<file path="config.mk">
export PLATFORM = sky130hd
export DESIGN_NAME = wb_snoop_arbiter
export DESIGN_NICKNAME = d
export VERILOG_FILES = /design/src/rtl/wb_snoop_arbiter.sv
export SDC_FILE = /design/constraint.sdc
export NUM_CORES = 1
export LEC_CHECK = 0
export CAP_MARGIN = 25
export CORE_AREA = 5 5 134 136
export CTS_BUF_LIST = sky130_fd_sc_hd__clkbuf_8
export DETAILED_ROUTE_END_ITERATION = 7
export DIE_AREA = 0 0 139 141
export GPL_TIMING_DRIVEN = 0
export PLACE_DENSITY = 0.6
export SYNTH_ARGS = -nofsm -noshare
export SYNTH_HDL_FRONTEND = slang
export SYNTH_SLANG_ARGS = --single-unit
</file>
<file path="constraint.sdc">
create_clock -name clk -period 2.95 [get_ports clk]
set_input_delay 0.885 -clock clk [delete_from_list [all_inputs] [get_ports clk]]
set_output_delay 0.885 -clock clk [all_outputs]
set_load 0.02 [all_outputs]
</file>
<file path="src/rtl/wb_snoop_arbiter.sv">
// wb_snoop_arbiter: two-master Wishbone arbiter with round-robin grant and
// a one-cycle snoop broadcast of every completed write toward both caches.
// Optional bus timeout is compiled in with the macro WB_ARB_TIMEOUT_EN; without
// it the arbiter waits indefinitely for s_ack and the err outputs are tied low.
module wb_snoop_arbiter #(
    parameter int ADDR_WIDTH = 32,
    parameter int TIMEOUT    = 255
) (
    input  logic                  clk,
    input  logic                  rst,
    input  logic                  m0_cyc,
    input  logic                  m0_stb,
    input  logic                  m0_we,
    input  logic [ADDR_WIDTH-1:0] m0_adr,
    input  logic [31:0]           m0_dat_w,
    input  logic [3:0]            m0_sel,
    output logic                  m0_ack,
    output logic                  m0_err,
    output logic [31:0]           m0_dat_r,
    input  logic                  m1_cyc,
    input  logic                  m1_stb,
    input  logic                  m1_we,
    input  logic [ADDR_WIDTH-1:0] m1_adr,
    input  logic [31:0]           m1_dat_w,
    input  logic [3:0]            m1_sel,
    output logic                  m1_ack,
    output logic                  m1_err,
    output logic [31:0]           m1_dat_r,
    output logic                  s_cyc,
    output logic                  s_stb,
    output logic                  s_we,
    output logic [ADDR_WIDTH-1:0] s_adr,
    output logic [31:0]           s_dat_w,
    output logic [3:0]            s_sel,
    input  logic                  s_ack,
    input  logic [31:0]           s_dat_r,
    output logic                  snoop_valid,
    output logic [ADDR_WIDTH-1:0] snoop_addr,
    output logic                  snoop_src
);

    if (TIMEOUT < 1 || TIMEOUT > 255) begin : g_timeout_range
        $error("wb_snoop_arbiter: TIMEOUT must be within 1..255");
    end

`ifdef WB_ARB_TIMEOUT_EN
    typedef enum logic [1:0] {IDLE = 2'd0, GRANT = 2'd1, ERROR = 2'd2} state_t;
`else
    typedef enum logic [1:0] {IDLE = 2'd0, GRANT = 2'd1} state_t;
`endif

    state_t                state_q, state_d;
    logic                  grant_q, grant_d;
    logic                  last_grant_q, last_grant_d;
    logic                  snoop_valid_q, snoop_valid_d;
    logic [ADDR_WIDTH-1:0] snoop_addr_q, snoop_addr_d;
    logic                  snoop_src_q, snoop_src_d;
`ifdef WB_ARB_TIMEOUT_EN
    logic [7:0]            tmo_cnt_q, tmo_cnt_d;
`endif

    logic                  gnt_cyc;
    logic                  gnt_live;

    // Granted master's own cycle line decides when the bus is released.
    assign gnt_cyc = grant_q ? m1_cyc : m0_cyc;
    // Reset low suppresses every bus-facing handshake in the same cycle.
    assign gnt_live = rst && (state_q == GRANT);

    // Next-state: arbitration in IDLE, release/snoop/timeout tracking in GRANT.
    always_comb begin
        state_d       = state_q;
        grant_d       = grant_q;
        last_grant_d  = last_grant_q;
        snoop_valid_d = 1'b0;
        snoop_addr_d  = snoop_addr_q;
        snoop_src_d   = snoop_src_q;
`ifdef WB_ARB_TIMEOUT_EN
        tmo_cnt_d     = tmo_cnt_q;
`endif
        case (state_q)
            IDLE: begin
`ifdef WB_ARB_TIMEOUT_EN
                tmo_cnt_d = 8'd0;
`endif
                if (m0_cyc && m1_cyc) begin
                    grant_d      = ~last_grant_q;
                    last_grant_d = ~last_grant_q;
                    state_d      = GRANT;
                end else if (m0_cyc) begin
                    grant_d      = 1'b0;
                    last_grant_d = 1'b0;
                    state_d      = GRANT;
                end else if (m1_cyc) begin
                    grant_d      = 1'b1;
                    last_grant_d = 1'b1;
                    state_d      = GRANT;
                end
            end
            GRANT: begin
                if (s_ack && s_stb && s_we) begin
                    snoop_valid_d = 1'b1;
                    snoop_addr_d  = s_adr;
                    snoop_src_d   = grant_q;
                end
                if (!gnt_cyc) begin
                    state_d = IDLE;
`ifdef WB_ARB_TIMEOUT_EN
                    tmo_cnt_d = 8'd0;
                end else if (s_ack) begin
                    tmo_cnt_d = 8'd0;
                end else if (s_stb) begin
                    if (tmo_cnt_q == 8'(TIMEOUT - 1)) begin
                        state_d   = ERROR;
                        tmo_cnt_d = 8'd0;
                    end else begin
                        tmo_cnt_d = tmo_cnt_q + 8'd1;
                    end
`endif
                end
            end
`ifdef WB_ARB_TIMEOUT_EN
            ERROR: begin
                state_d = IDLE;
            end
`endif
            default: begin
                state_d = IDLE;
            end
        endcase
    end

    // State and snoop registers with synchronous active-low reset.
    always_ff @(posedge clk) begin
        if (!rst) begin
            state_q       <= IDLE;
            grant_q       <= 1'b0;
            last_grant_q  <= 1'b1;
            snoop_valid_q <= 1'b0;
            snoop_addr_q  <= '0;
            snoop_src_q   <= 1'b0;
`ifdef WB_ARB_TIMEOUT_EN
            tmo_cnt_q     <= 8'd0;
`endif
        end else begin
            state_q       <= state_d;
            grant_q       <= grant_d;
            last_grant_q  <= last_grant_d;
            snoop_valid_q <= snoop_valid_d;
            snoop_addr_q  <= snoop_addr_d;
            snoop_src_q   <= snoop_src_d;
`ifdef WB_ARB_TIMEOUT_EN
            tmo_cnt_q     <= tmo_cnt_d;
`endif
        end
    end

    // Bus mux: slave side mirrors the granted master, responses go back only to it.
    always_comb begin
        s_cyc    = gnt_live && gnt_cyc;
        s_stb    = gnt_live && (grant_q ? m1_stb : m0_stb);
        s_we     = grant_q ? m1_we : m0_we;
        s_adr    = grant_q ? m1_adr : m0_adr;
        s_dat_w  = grant_q ? m1_dat_w : m0_dat_w;
        s_sel    = grant_q ? m1_sel : m0_sel;
        m0_ack   = gnt_live && !grant_q && s_ack;
        m1_ack   = gnt_live && grant_q && s_ack;
        m0_dat_r = (gnt_live && !grant_q) ? s_dat_r : 32'd0;
        m1_dat_r = (gnt_live && grant_q) ? s_dat_r : 32'd0;
`ifdef WB_ARB_TIMEOUT_EN
        m0_err   = rst && (state_q == ERROR) && !grant_q;
        m1_err   = rst && (state_q == ERROR) && grant_q;
`else
        m0_err   = 1'b0;
        m1_err   = 1'b0;
`endif
    end

    assign snoop_valid = snoop_valid_q;
    assign snoop_addr  = snoop_addr_q;
    assign snoop_src   = snoop_src_q;

endmodule

</file>
==> results.py <==
metrics = {
    "status": {
        "status": "completed",
    },
    "place": {
        "gp_congestion": 0.849,
        "io_buffer_count": 346,
        "dpl.hpwl_um": 13500,
        "place_area_um2": 6530,
        "dpl.cell_count": 891,
    },
    "floorplan": {
        "dieArea_um2": 19600,
        "die_w_um": 139,
        "io_pins": 350,
        "start_util_pct": 16.5,
        "core_um2": 16800,
        "rows": 48,
        "die_height_um": 141,
    },
    "timing": {
        "finalCritPeriodShare_pct": 97.7,
        "period_needed_ps": 2880,
        "holdWs_ps": 457,
        "slew_viol_final": 0,
        "tightest_slew_ps": 514,
        "maxSlewHeadroom_pct": 65.8,
        "finClkSkew_ps": 2.22,
        "setup_viol": 0,
        "hold_viol": 0,
        "max_freq_mhz": 347,
    },
    "setup_path": {
        "worstPathRequired_ps": 2070,
        "crit_type": "in -> out",
        "reg2reg_from": "grant_q",
        "critPathLaunch": "rst",
        "crit_arrival_ps": 2000,
        "worst_setup_path_end_kind": "output port",
        "crit_fanout": 6,
        "cp-start-kind": "input port",
    },
    "finish": {
        "regArea_um2": 741,
        "multiInputGateArea_um2": 1900,
        "nNetsFinal": 853,
        "synthToLayoutAreaGrowth_pct": 129,
        "diodes": 0,
        "fillers": 1762,
        "final_core_util_pct": 37.9,
        "drive_gt1_share_pct": 23.7,
        "stdcell_area_um2": 6370,
        "final_cells": 900,
    },
    "route": {
        "drt_first_pass_iters": 4,
        "met2RoutedLength_um": 7920,
        "m1WireLength_um": 5930,
        "wl_per_cell_um": 17.3,
        "topRoutingLayerUsed": "met4",
        "drc": 0,
        "vias": 3600,
        "viasPerCell": 4.00,
        "drt_wl_total_um": 15600,
        "ant_nets": 0,
        "dr_wl_met3_um": 1500,
        "drt_iter0_drc": 69,
    },
    "global_route": {
        "grt_pass1_vias": 4090,
        "grt_pass1_wl_um": 24000,
        "grt-ovfl-total": 0,
        "antenna_found_initial": 0,
        "grt_max_degree": 11,
        "gr-usage-all-layers_pct": 15.4,
    },
    "clocking": {
        "cts_tree": "done",
        "path_clk_slew_ps": 70,
        "worstSkewPairLatency_ps": 280,
        "clock_sinks": 37,
        "cts_made_buffers": 5,
        "h-tree-depth": 2,
        "clockRootBuffer": "clkbuf_8",
        "clockBufferDepth": 2,
    },
    "yosys": {
        "postSynthCellCount": 319,
        "postSynthAreaPerCell_um2": 8.72,
        "synth-seq-cells": 37,
        "yosys_warnings": 0,
        "synth_area_um2": 2780,
        "yosysUniqueCellTypes": 20,
        "ys_seq_area_share_pct": 26.6,
    },
    "flow_run": {
        "maxCapViolCount": 0,
    },
    "power_and_ir_drop": {
        "vdd_ir_drop_max_uv": 112,
        "cellLeakagePower_uw": 0.00290,
        "power_uw": 1630,
        "pwr_density_cell_nw_per_um2": 256,
    },
    "hold_path": {
        "hold_class": "reg -> reg",
        "hp-start": "snoop_src",
    },
}
stage by stage:
step	TNS, ps	setup WS [ps]
final	0	68.6
after global routing	-6.60	-6.60
after CTS	-36.2	-36.2
after detailed placement	-50380	-891
after global placement	-50090	-927
after floorplan	0	264
cell usage in the layout, fill, tap and decap left out, drive strengths merged:
master,Yosys,routed
conb,1,2
dfxtp,37,37
nor3b,1,1
o21ai,1,1
buf,15,36
a22o,1,1
inv,3,3
nand4bb,1,1
nand2,68,68
clkdlybuf4s50,0,209
clkinv,0,1
nor2,3,3
nor2b,1,1
mux2,69,69
a32oi,1,1
and2,66,66
clkbuf,13,51
nand2b,1,1
clkdlybuf4s15,0,11
dlygate4sd2,0,75
a21oi,2,2
mux2i,35,35
state kept, by name, summed over array words and instances (netlist names):
name and cells:
grant_q 1, snoop_src 1, last_grant_q 1, state_q 1
snoop_addr 32, snoop_valid 1
cell type report:
cell class / instances / share of cell area, %
multi-input cells: 252 / 29.8
flip-flops and latches: 37 / 11.6
well taps: 225 / 4.42
plain buffers: 28 / 3.24
repair buffers: 349 / 49.6
inverters: 3 / 0.177
clock inverters: 1 / 0.0786
clock buffers: 5 / 1.08
cell families after synthesis:
| kind of cell | count (synthesis) | share of synthesized area (%) |
|---|---|---|
| AND/OR/NAND/NOR | 141 | 25.5 |
| multiplexers | 104 | 40.5 |
| flip-flops | 37 | 26.6 |
| buffers and inverters | 31 | 6.03 |
| AO/OA/AOI/OAI | 5 | 1.17 |
| other | 1 | 0.135 |
critical path: stages:
cell           delay, ps
buf_4                140
nand2_2              120
nor2_4               170
buf_12               120
buf_4                110
and2_1               120
dlygate4sd2_1        330
power by group:
group | total, uW | internal (uW) | switching (uW)
clock | 324 | 155 | 168
sequential | 514 | 508 | 6.03
combinational | 792 | 437 | 355
total | 1630 | 1100 | 530
synthesized netlist by cell type:
cell type	n	area share [%]
buf_2	8	1.4
mux2_2	69	28
buf_6	4	1.6
nor2b_1	1	0.22
a22o_1	1	0.31
mux2i_1	35	13
clkbuf_1	13	1.8
a21oi_1	2	0.36
o21ai_0	1	0.18
inv_1	3	0.40
dfxtp_1	37	27
a32oi_1	1	0.31
and2_1	66	15
nor3b_1	1	0.27
nand2b_1	1	0.22
nand2_1	68	9.2
conb_1	1	0.13
nand4bb_1	1	0.40
buf_4	3	0.81
nor2_1	3	0.40
per-layer routing:
metal | up-vias | global-route usage [%]
li1 | 1764 | -
met1 | 1629 | 17.0
met2 | 190 | 27.8
met3 | 17 | 6.58
met4 | 0 | 2.94
met5 | - | 0
worst paths after layout:
check	end	slack (ps)	depth (start not counted)
setup / recovery	m0_ack	70	7
hold / removal	snoop_src	460	2
hold reg to reg	snoop_src	460	2
setup reg to reg	snoop_addr[26]	1330	6
what timing repair did:
item | CTS | global route
pin swaps | 1 | 1
setup endpoints to repair | 137 | 60
gates resized for setup | 237 | 68
setup buffers | 2 | 1
endpoints found under the hold margin | 0 | 0
hold buffers | 0 | 0
Note: power is estimated with default switching activity, not from simulation.
==> edit, RTL diff (same flow settings) <==
Set the parameter `ADDR_WIDTH` to 64 (it was 32).
--- a/src/rtl/wb_snoop_arbiter.sv
+++ b/src/rtl/wb_snoop_arbiter.sv
@@ -5,3 +5,3 @@
 module wb_snoop_arbiter #(
-    parameter int ADDR_WIDTH = 32,
+    parameter int ADDR_WIDTH = 64,
     parameter int TIMEOUT    = 255
Ports: changed (resized m0_adr, m1_adr, s_adr and snoop_addr); port bits go from 350 to 478. No check against the original RTL was run, so the function may have changed too.
==> edit against the unedited design <==
  * Worst setup slack worse by 0.56 ps
  * Sequential power is 85% higher
  * Routed wire length is 66% higher
  * Utilization is 20 points higher
  * Clock skew is 6.6 ps higher
  * Final cell count is 35% higher
  * Global-route usage is 9.5 points higher
  * Final area is 53% higher
  * Via count is 50% higher
  * Sequential cell count is 32 higher
  * Worst hold slack better by 2.0 ps
  * Critical endpoint is now s_adr[47]
  * Power is 87% higher
  * Synthesized area is 61% higher
==> edit: results (changes against the unedited design) <==
{
  "clocking": {
    "postCtsResizedCells": {"value": 333, "change": "+41%"},
    "cts_post_setup_buffers_inserted": {"value": 3, "change": "+1"},
    "insertion_delay": {"value": 350, "unit": "ps", "change": "+70 ps"},
    "htree_levels": {"value": 3, "change": "+1"}
  },
  "worst_hold_path": {
    "holdCritStartpoint": "snoop_addr[23]",
    "hold-path-endpoint": "snoop_addr[23]"
  },
  "grt": {
    "grt_usage": {"value": 24.9, "unit": "%", "change": "+9.5 points"},
    "met2_usage": {"value": 45.1, "unit": "%", "change": "+17 points"},
    "via_count_of_the_first_global_routing_pass": {"value": 5846, "change": "+43%"},
    "grt_util_met3": {"value": 8.14, "unit": "%", "change": "+1.6 points"}
  },
  "outcome": {
    "run_status": "finished clean"
  },
  "layout": {
    "post_layout_nonfiller_instances": {"value": 1212, "change": "+35%"},
    "area_delta_synth_final_pct": 118,
    "number_of_flip_flops_in_the_largest_register": {"value": 64, "change": "+100%"},
    "drive_above_1_share": {"value": 22.9, "unit": "%", "change": "-0.81 points"}
  },
  "logic_synthesis": {
    "synth.distinct_cells": {"value": 22, "change": "+10%"},
    "ys_seq_area_share": {"value": 30.9, "unit": "%", "change": "+4.3 points"},
    "synth_compound_gate_area_share": {"value": 0.727, "unit": "%", "change": "-0.44 points"},
    "syn-instance-count": {"value": 494, "change": "+55%"}
  },
  "sta": {
    "layout_min_cycle_time": {"value": 2880, "unit": "ps", "change": "+0.561 ps"},
    "finalClockSkew": {"value": 8.80, "unit": "ps", "change": "+6.59 ps"},
    "tightest_slew": {"value": 550, "unit": "ps", "change": "+36.5 ps"},
    "finalHoldWorstSlack": {"value": 459, "unit": "ps", "change": "+2.01 ps"}
  },
  "power_and_ir_drop": {
    "cellLeakagePower": {"value": 4.30, "unit": "nW", "change": "+48%"},
    "vdd.ir_drop.worst": {"value": 0.206, "unit": "mV", "change": "+84%"}
  },
  "setup_path": {
    "crit-reg2reg-capture": "snoop_addr[57]",
    "critical_path.endpoint": "s_adr[47]",
    "crit_path_top_delay_cell": "sky130_fd_sc_hd__clkdlybuf4s50_1",
    "crit_path_max_incr_delay": {"value": 450, "unit": "ps", "change": "+120 ps"},
    "cp_max_fo": {"value": 2, "change": "-4"},
    "worst-r2r-cell-count": {"value": 7, "change": "+1"}
  },
  "detailed_routing": {
    "vias": {"value": 5396, "change": "+50%"},
    "wire_per_inst": {"value": 21.3, "unit": "um", "change": "+23%"}
  },
  "place": {
    "finalWeightedCongestion": {"value": 0.919, "change": "+8.3%"}
  }
}
[edit: cell type report]
type	instances	share of cell area, %
buffer	43	3.68
clock buffer	9	1.27
clock inverter	6	1.16
inverter	3	0.116
multi-input combinational	380	29.0
sequential	69	14.2
tap	225	2.89
timing repair buffer	477	47.7
[edit: routing by layer]
layer,vias to the layer above,share of wire (%),wire [um]
met4,0,3.2,821
li1,2605,-,-
met2,259,51,13100
met3,43,8.7,2250
met1,2489,37,9580
met5,-,0,0
[edit: worst max-delay path: cells and delay by family]
family / cells / cell delay [ps]
buffers and inverters: 2 / 790
muxes: 1 / 320
[edit: power groups by stage]
stage	Sequential (W)	Clock [W]	Combinational, W
global placement	0.000973	0	0.00124
finish	0.000953	0.000928	0.00116
global route	0.000954	0.000991	0.00123
floorplan	0.000986	0	0.000501
CTS	0.000952	0.000946	0.00118
detailed placement	0.000974	0	0.00125
[edit: kinds of logic after synthesis]
logic type / after synthesis
flops: 69
mux: 168
compound gates: 5
simple gates: 205
other cells: 1
buf+inv: 46
